--- src/rtl/alsu_pipe_if.sv ---
// rtl/alsu_pipe_if.sv - stream handshake and operand/result bundle for alsu_pipe
// Purpose: groups the input transaction, output result and status signals of alsu_pipe.
// Ports (signals):
//   in_valid/in_ready                      input handshake
//   A, B, Cin, serial_in, red_op_A/B,
//   opcode, bypass_A/B, direction          input transaction fields
//   out_valid/out_ready                    output handshake
//   out, err, leds, err_cnt                result and status
// Modports: master drives transactions and consumes results, slave is the ALSU.
interface alsu_pipe_if #(
  parameter int WIDTH = 4
);
  localparam int OW = 2 * WIDTH;

  logic             in_valid;
  logic             in_ready;
  logic [WIDTH-1:0] A;
  logic [WIDTH-1:0] B;
  logic             Cin;
  logic             serial_in;
  logic             red_op_A;
  logic             red_op_B;
  logic [2:0]       opcode;
  logic             bypass_A;
  logic             bypass_B;
  logic             direction;
  logic             out_valid;
  logic             out_ready;
  logic [OW-1:0]    out;
  logic             err;
  logic [15:0]      leds;
  logic [7:0]       err_cnt;

  modport master (
    output in_valid, A, B, Cin, serial_in, red_op_A, red_op_B, opcode,
           bypass_A, bypass_B, direction, out_ready,
    input  in_ready, out_valid, out, err, leds, err_cnt
  );

  modport slave (
    input  in_valid, A, B, Cin, serial_in, red_op_A, red_op_B, opcode,
           bypass_A, bypass_B, direction, out_ready,
    output in_ready, out_valid, out, err, leds, err_cnt
  );
endinterface

--- src/rtl/alsu_pipe.sv ---
// rtl/alsu_pipe.sv - two-stage pipelined ALSU with valid/ready handshakes
// Purpose: WIDTH-bit signed operands, 2*WIDTH-bit result; stage 1 captures the
//   transaction, stage 2 evaluates it into the registered result.
// Ports:
//   clk   clock, rising edge
//   rst   synchronous reset, active-low
//   bus   alsu_pipe_if.slave (handshakes, operands, result, err, leds, err_cnt)
// Parameters: WIDTH, INPUT_PRIORITY ("A"/"B"), FULL_ADDER ("ON"/"OFF").
// Build option: define ALSU_ERR_CNT_EN to enable the saturating invalid-result counter.
module alsu_pipe #(
  parameter int    WIDTH          = 4,
  parameter string INPUT_PRIORITY = "A",
  parameter string FULL_ADDER     = "ON"
) (
  input logic      clk,
  input logic      rst,
  alsu_pipe_if.slave bus
);
  localparam int OW      = 2 * WIDTH;
  localparam bit PRI_A   = (INPUT_PRIORITY == "A");
  localparam bit ADD_CIN = (FULL_ADDER == "ON");

  // Stage 1: captured transaction
  logic             s1_valid;
  logic [WIDTH-1:0] s1_a;
  logic [WIDTH-1:0] s1_b;
  logic             s1_cin;
  logic             s1_serial;
  logic             s1_red_a;
  logic             s1_red_b;
  logic [2:0]       s1_op;
  logic             s1_byp_a;
  logic             s1_byp_b;
  logic             s1_dir;

  // Stage 2: registered result
  logic             out_valid_r;
  logic [OW-1:0]    out_r;
  logic             err_r;
  logic [15:0]      leds_r;

  logic             load_s2;
  logic             in_ready_w;
  logic             accept;
  logic             invalid;
  logic [OW-1:0]    a_ext;
  logic [OW-1:0]    b_ext;
  logic [OW-1:0]    cin_ext;
  logic [WIDTH-1:0] red_x;
  logic [OW-1:0]    res;

  // S2 accepts when empty or when its current result leaves this cycle, so a
  // full pipe still moves one transaction per cycle.
  assign load_s2    = s1_valid & (~out_valid_r | bus.out_ready);
  assign in_ready_w = rst & (~s1_valid | load_s2);
  assign accept     = bus.in_valid & in_ready_w;

  assign a_ext   = {{WIDTH{s1_a[WIDTH-1]}}, s1_a};
  assign b_ext   = {{WIDTH{s1_b[WIDTH-1]}}, s1_b};
  assign cin_ext = {{(OW-1){1'b0}}, s1_cin & ADD_CIN};

  // Reduction operand: B only when it is the sole flag or B has priority.
  assign red_x = (s1_red_a & (PRI_A | ~s1_red_b)) ? s1_a : s1_b;

  // Reductions are only legal on the two logic opcodes.
  assign invalid = (s1_op[2:1] == 2'b11) |
                   ((s1_red_a | s1_red_b) & (s1_op[2:1] != 2'b00));

  always_comb begin
    res = '0;
    if (invalid) begin
      res = '0;
    end else if (s1_byp_a | s1_byp_b) begin
      res = (s1_byp_a & (PRI_A | ~s1_byp_b)) ? a_ext : b_ext;
    end else begin
      case (s1_op)
        3'b000: res = (s1_red_a | s1_red_b) ? {{(OW-1){1'b0}}, |red_x} : (a_ext | b_ext);
        3'b001: res = (s1_red_a | s1_red_b) ? {{(OW-1){1'b0}}, ^red_x} : (a_ext ^ b_ext);
        // Sign-extended operands keep both the sum and the low OW bits of
        // the product exact for signed inputs.
        3'b010: res = a_ext + b_ext + cin_ext;
        3'b011: res = a_ext * b_ext;
        // Shift/rotate act on whatever result currently sits in the out register.
        3'b100: res = s1_dir ? {out_r[OW-2:0], s1_serial} : {s1_serial, out_r[OW-1:1]};
        3'b101: res = s1_dir ? {out_r[OW-2:0], out_r[OW-1]} : {out_r[0], out_r[OW-1:1]};
        default: res = '0;
      endcase
    end
  end

  always_ff @(posedge clk) begin
    if (!rst) begin
      s1_valid    <= 1'b0;
      s1_a        <= '0;
      s1_b        <= '0;
      s1_cin      <= 1'b0;
      s1_serial   <= 1'b0;
      s1_red_a    <= 1'b0;
      s1_red_b    <= 1'b0;
      s1_op       <= '0;
      s1_byp_a    <= 1'b0;
      s1_byp_b    <= 1'b0;
      s1_dir      <= 1'b0;
      out_valid_r <= 1'b0;
      out_r       <= '0;
      err_r       <= 1'b0;
      leds_r      <= '0;
    end else begin
      if (accept) begin
        s1_valid  <= 1'b1;
        s1_a      <= bus.A;
        s1_b      <= bus.B;
        s1_cin    <= bus.Cin;
        s1_serial <= bus.serial_in;
        s1_red_a  <= bus.red_op_A;
        s1_red_b  <= bus.red_op_B;
        s1_op     <= bus.opcode;
        s1_byp_a  <= bus.bypass_A;
        s1_byp_b  <= bus.bypass_B;
        s1_dir    <= bus.direction;
      end else if (load_s2) begin
        s1_valid <= 1'b0;
      end

      if (load_s2) begin
        out_valid_r <= 1'b1;
        out_r       <= res;
        err_r       <= invalid;
        if (invalid) leds_r <= ~leds_r;
      end else if (out_valid_r & bus.out_ready) begin
        out_valid_r <= 1'b0;
      end
    end
  end

`ifdef ALSU_ERR_CNT_EN
  logic [7:0] err_cnt_r;

  always_ff @(posedge clk) begin
    if (!rst) begin
      err_cnt_r <= 8'h00;
    end else if (load_s2 & invalid & (err_cnt_r != 8'hFF)) begin
      err_cnt_r <= err_cnt_r + 8'h01;
    end
  end

  assign bus.err_cnt = err_cnt_r;
`else
  assign bus.err_cnt = 8'h00;
`endif

  assign bus.in_ready  = in_ready_w;
  assign bus.out_valid = out_valid_r;
  assign bus.out       = out_r;
  assign bus.err       = err_r;
  assign bus.leds      = leds_r;
endmodule

--- src/flat_wrapper.sv ---
// flat-port wrapper written by rule: the top's interface ports become plain ports
module alsu_pipe_flat 
#(
  parameter int    WIDTH          = 4,
  parameter string INPUT_PRIORITY = " ",
  parameter string FULL_ADDER     = "  "
)
  (clk, rst, bus_in_valid, bus_A, bus_B, bus_Cin, bus_serial_in, bus_red_op_A, bus_red_op_B, bus_opcode, bus_bypass_A, bus_bypass_B, bus_direction, bus_out_ready, bus_in_ready, bus_out_valid, bus_out, bus_err, bus_leds, bus_err_cnt);
  alsu_pipe_if #(.WIDTH(WIDTH)) bus_i ();
  input logic clk;
  input logic rst;
  input wire logic [$bits(bus_i.in_valid)-1:0] bus_in_valid;
  input wire logic [$bits(bus_i.A)-1:0] bus_A;
  input wire logic [$bits(bus_i.B)-1:0] bus_B;
  input wire logic [$bits(bus_i.Cin)-1:0] bus_Cin;
  input wire logic [$bits(bus_i.serial_in)-1:0] bus_serial_in;
  input wire logic [$bits(bus_i.red_op_A)-1:0] bus_red_op_A;
  input wire logic [$bits(bus_i.red_op_B)-1:0] bus_red_op_B;
  input wire logic [$bits(bus_i.opcode)-1:0] bus_opcode;
  input wire logic [$bits(bus_i.bypass_A)-1:0] bus_bypass_A;
  input wire logic [$bits(bus_i.bypass_B)-1:0] bus_bypass_B;
  input wire logic [$bits(bus_i.direction)-1:0] bus_direction;
  input wire logic [$bits(bus_i.out_ready)-1:0] bus_out_ready;
  output wire logic [$bits(bus_i.in_ready)-1:0] bus_in_ready;
  output wire logic [$bits(bus_i.out_valid)-1:0] bus_out_valid;
  output wire logic [$bits(bus_i.out)-1:0] bus_out;
  output wire logic [$bits(bus_i.err)-1:0] bus_err;
  output wire logic [$bits(bus_i.leds)-1:0] bus_leds;
  output wire logic [$bits(bus_i.err_cnt)-1:0] bus_err_cnt;
  assign bus_i.in_valid = bus_in_valid;
  assign bus_i.A = bus_A;
  assign bus_i.B = bus_B;
  assign bus_i.Cin = bus_Cin;
  assign bus_i.serial_in = bus_serial_in;
  assign bus_i.red_op_A = bus_red_op_A;
  assign bus_i.red_op_B = bus_red_op_B;
  assign bus_i.opcode = bus_opcode;
  assign bus_i.bypass_A = bus_bypass_A;
  assign bus_i.bypass_B = bus_bypass_B;
  assign bus_i.direction = bus_direction;
  assign bus_i.out_ready = bus_out_ready;
  assign bus_in_ready = bus_i.in_ready;
  assign bus_out_valid = bus_i.out_valid;
  assign bus_out = bus_i.out;
  assign bus_err = bus_i.err;
  assign bus_leds = bus_i.leds;
  assign bus_err_cnt = bus_i.err_cnt;
  alsu_pipe #(.WIDTH(WIDTH), .INPUT_PRIORITY(INPUT_PRIORITY), .FULL_ADDER(FULL_ADDER)) u_core (.clk(clk), .rst(rst), .bus(bus_i));
endmodule
--- config.mk ---
export PLATFORM = sky130hd
export DESIGN_NAME = alsu_pipe_flat
export DESIGN_NICKNAME = d
export VERILOG_FILES = /design/src/rtl/alsu_pipe_if.sv /design/src/rtl/alsu_pipe.sv /design/src/flat_wrapper.sv
export SDC_FILE = /design/constraint.sdc
export NUM_CORES = 1
export LEC_CHECK = 0
export CORE_AREA = 2 2 71 87
export CTS_BUF_LIST = sky130_fd_sc_hd__clkbuf_4
export CTS_CLUSTER_DIAMETER = 80
export DETAILED_ROUTE_END_ITERATION = 10
export DIE_AREA = 0 0 73 89
export PLACE_DENSITY = 0.81
export SYNTH_ARGS = -nofsm -noshare
export SYNTH_HDL_FRONTEND = slang
export SYNTH_SLANG_ARGS = --single-unit
--- constraint.sdc ---
create_clock -name clk -period 5.2 [get_ports clk]
set_input_delay 0.78 -clock clk [delete_from_list [all_inputs] [get_ports clk]]
set_output_delay 0.78 -clock clk [all_outputs]
set_load 0.1 [all_outputs]
==> run_results.csv <==
group,metric,value,unit
run_status,status,"completed",
detailed_routing,firstDrtPassIters,4,
power,powerDensity,251,nW/um2
cells_and_area,antenna_cells,0,
clock_network,cts_tree,"done",
critical_path,arrival,4.42,ns
floorplanning,io-pin-count,57,
sta,finalHoldViolCount,0,
clock_network,insertion_delay,0.36,ns
floorplanning,num_rows,30,
floorplanning,coreArea,5590,um2
floorplanning,die-area,6500,um2
sta,skew,0.0110,ns
power,total_power,0.879,mW
critical_path,crit_type,"reg -> reg",
clock_network,htreeDepth,2,
yosys,async_flop_share,0,%
global_route,grtUsageTotal,20.6,%
global_route,antenna_found_initial,0,
placed_design,hpwl,4770,um
placed_design,placed_cells,442,
detailed_routing,vias,2410,
detailed_routing,wl_per_cell,13.9,um
yosys,ys_seq_elements,44,
critical_path,cp-end-kind,"flop",
critical_path,start_kind,"flop",
cells_and_area,multiInputGateArea,1900,um2
yosys,ys_seq_area_share,29.5,%
global_route,grt_pass1_vias,2363,
sta,tns,0,ns
yosys,synth-edff-count,0,
yosys,ys.flop_type,"dfxtp_1",
yosys,yosysWarnings,0,
cells_and_area,fin_util,62.7,%
clock_network,cts_setup_buffers,0,
clock_network,root_buffer,"clkbuf_4",
power,leakagePower,1.55,nW
detailed_routing,drt_iter0_drc,115,
critical_path,r2r-start,"u_core.s1_b[3]$_SDFFE_PN0P_",
yosys,syn_avg_cell_area,8.57,um2
clock_network,cts-buffers-inserted,5,
detailed_routing,vias_per_cell,5.36,
critical_path,crit_start,"u_core.s1_b[3]$_SDFFE_PN0P_",
cells_and_area,nets,440,
cells_and_area,final_cells,450,
sta,rsz0062_at_grt,"no",
clock_network,ctsHoldBuffers,0,
sta,setup_viol,0,
cells_and_area,drive_gt1_share,4.66,%
floorplanning,dieHeight,89,um
global_route,grt_max_degree,47,
placed_design,place_area,3420,um2
yosys,syn-instance-count,348,
floorplanning,start_util,53.3,%
clock_network,clk_pin_slew_worst_paths,0.15,ns
sta,worst_slew_pin_slew,0.986,ns
detailed_routing,drt_wl_total,6260,um
sta,maxSlewHeadroom,34.1,%
floorplanning,die_w,73,um
cells_and_area,fillers,485,
critical_path,worst-path-max-fanout,7,
hold_path,min-delay-start,"u_core.s1_serial$_SDFFE_PN0P_",
clock_network,cts_sinks,44,
sta,post-route-period-util,79.2,%
job,cap_violations,0,
sta,whs,0.483,ns
sta,fin_ws,1.08,ns
sta,period_minus_slack,4.12,ns
hold_path,hold_path.class,"reg -> reg",
global_route,gr-total-overflow,0,
detailed_routing,ant_nets,0,
clock_network,cts_max_path_buffers,2,
yosys,synth_cell_types,48,
cells_and_area,syn_to_final_growth,17.5,%
cells_and_area,regArea,881,um2
placed_design,portBuffers,47,
power,max-vdd-ir-drop,0.239,mV
cells_and_area,final_area,3510,um2
sta,clock.fmax,243,MHz
critical_path,worstPathRequired,5.50,ns
global_route,grt_pass1_wl,10700,um
yosys,synth_area,2980,um2
detailed_routing,drc,0,
placed_design,post-place-ws,1.12,ns
placed_design,gp_congestion,0.854,
clock_network,post_cts_resized,0,
sta,maxSlewViolCount,0,
## cell families after synthesis
group                      synth area share [%]
and+or+nand+nor                            21.5
AOI/OAI and AO/OA                          13.5
buffers and inverters                      7.68
DFF                                        29.5
adders and majority gates                  16.4
xor gates and xnor gates                   6.75
muxes                                      4.53
other                                     0.126
## power breakdown
part	internal (mW)	switching [mW]
Clock	0.103	0.121
Combinational	0.0937	0.177
Sequential	0.356	0.0290
Total	0.553	0.327
## cell type report
class	instances	share of cell area [%]
tap	64	2.28
inverter	23	2.46
clock buffer	5	1.07
multi-input combinational	263	54.2
timing repair buffer	48	13.6
clock inverter	3	1.32
sequential	44	25.1
## cell usage after synthesis (all sizes together), types with 10 or more instances
cell type	n	area, um2
a21oi	12	63.8
and2	20	125
buf	16	109
dfxtp	44	881
fa	10	200
ha	23	288
inv	23	86.3
nand2	55	206
nand3	18	90.1
nor2	15	56.3
o21ai	11	55.1
xnor2	22	193
## cells in the final DEF, fill, tap and decap left out, types with 10 or more instances in the layout
cell | synthesis | layout
nand2_1 | 55 | 55
clkdlybuf4s50_1 | 0 | 46
dfxtp_1 | 44 | 44
inv_1 | 23 | 23
ha_1 | 23 | 23
xnor2_1 | 22 | 22
and2_1 | 20 | 20
nand3_1 | 18 | 18
nor2_1 | 15 | 15
a21oi_1 | 11 | 11
fa_1 | 10 | 10
## layer usage
layer	GRT usage, %	routed length (um)	up-vias
met4	8.75	142	0
met5	0	0	-
li1	-	-	1224
met1	25.9	2780	1118
met3	3.16	192	13
met2	35.0	3140	55
## critical path: stages, from the launching register on
cell     delay, ns
dfxtp_1       0.50
nand2_1       0.14
fa_1          0.59
fa_1          0.47
fa_1          0.56
inv_1         0.04
ha_1          0.22
fa_1          0.41
a21o_1        0.21
a21oi_2       0.15
xnor2_1       0.10
or4_1         0.51
a31oi_1       0.17
## sequential cells by signal, indices dropped and copies added, names as in the netlist
register / count
u_core.bus.out_valid: 1
u_core.s1_byp_a: 1
u_core.s1_byp_b: 1
u_core.bus.out: 8
u_core.bus.err: 1
u_core.s1_red_b: 1
u_core.s1_dir: 1
u_core.s1_a: 4
u_core.s1_b: 4
u_core.s1_valid: 1
u_core.s1_red_a: 1
u_core.s1_op: 3
u_core.s1_serial: 1
u_core.bus.leds: 16
## final timing paths
kind / end / slack, ns / depth (start not counted)
min: u_core.s1_serial$_SDFFE_PN0P_ / 0.48 / 2
max: u_core.bus.out[7]$_SDFFE_PN0P_ / 1.08 / 12
min reg2reg: u_core.s1_serial$_SDFFE_PN0P_ / 0.48 / 2
max reg2reg: u_core.bus.out[7]$_SDFFE_PN0P_ / 1.08 / 12
Note: power is estimated with default switching activity, not from simulation.
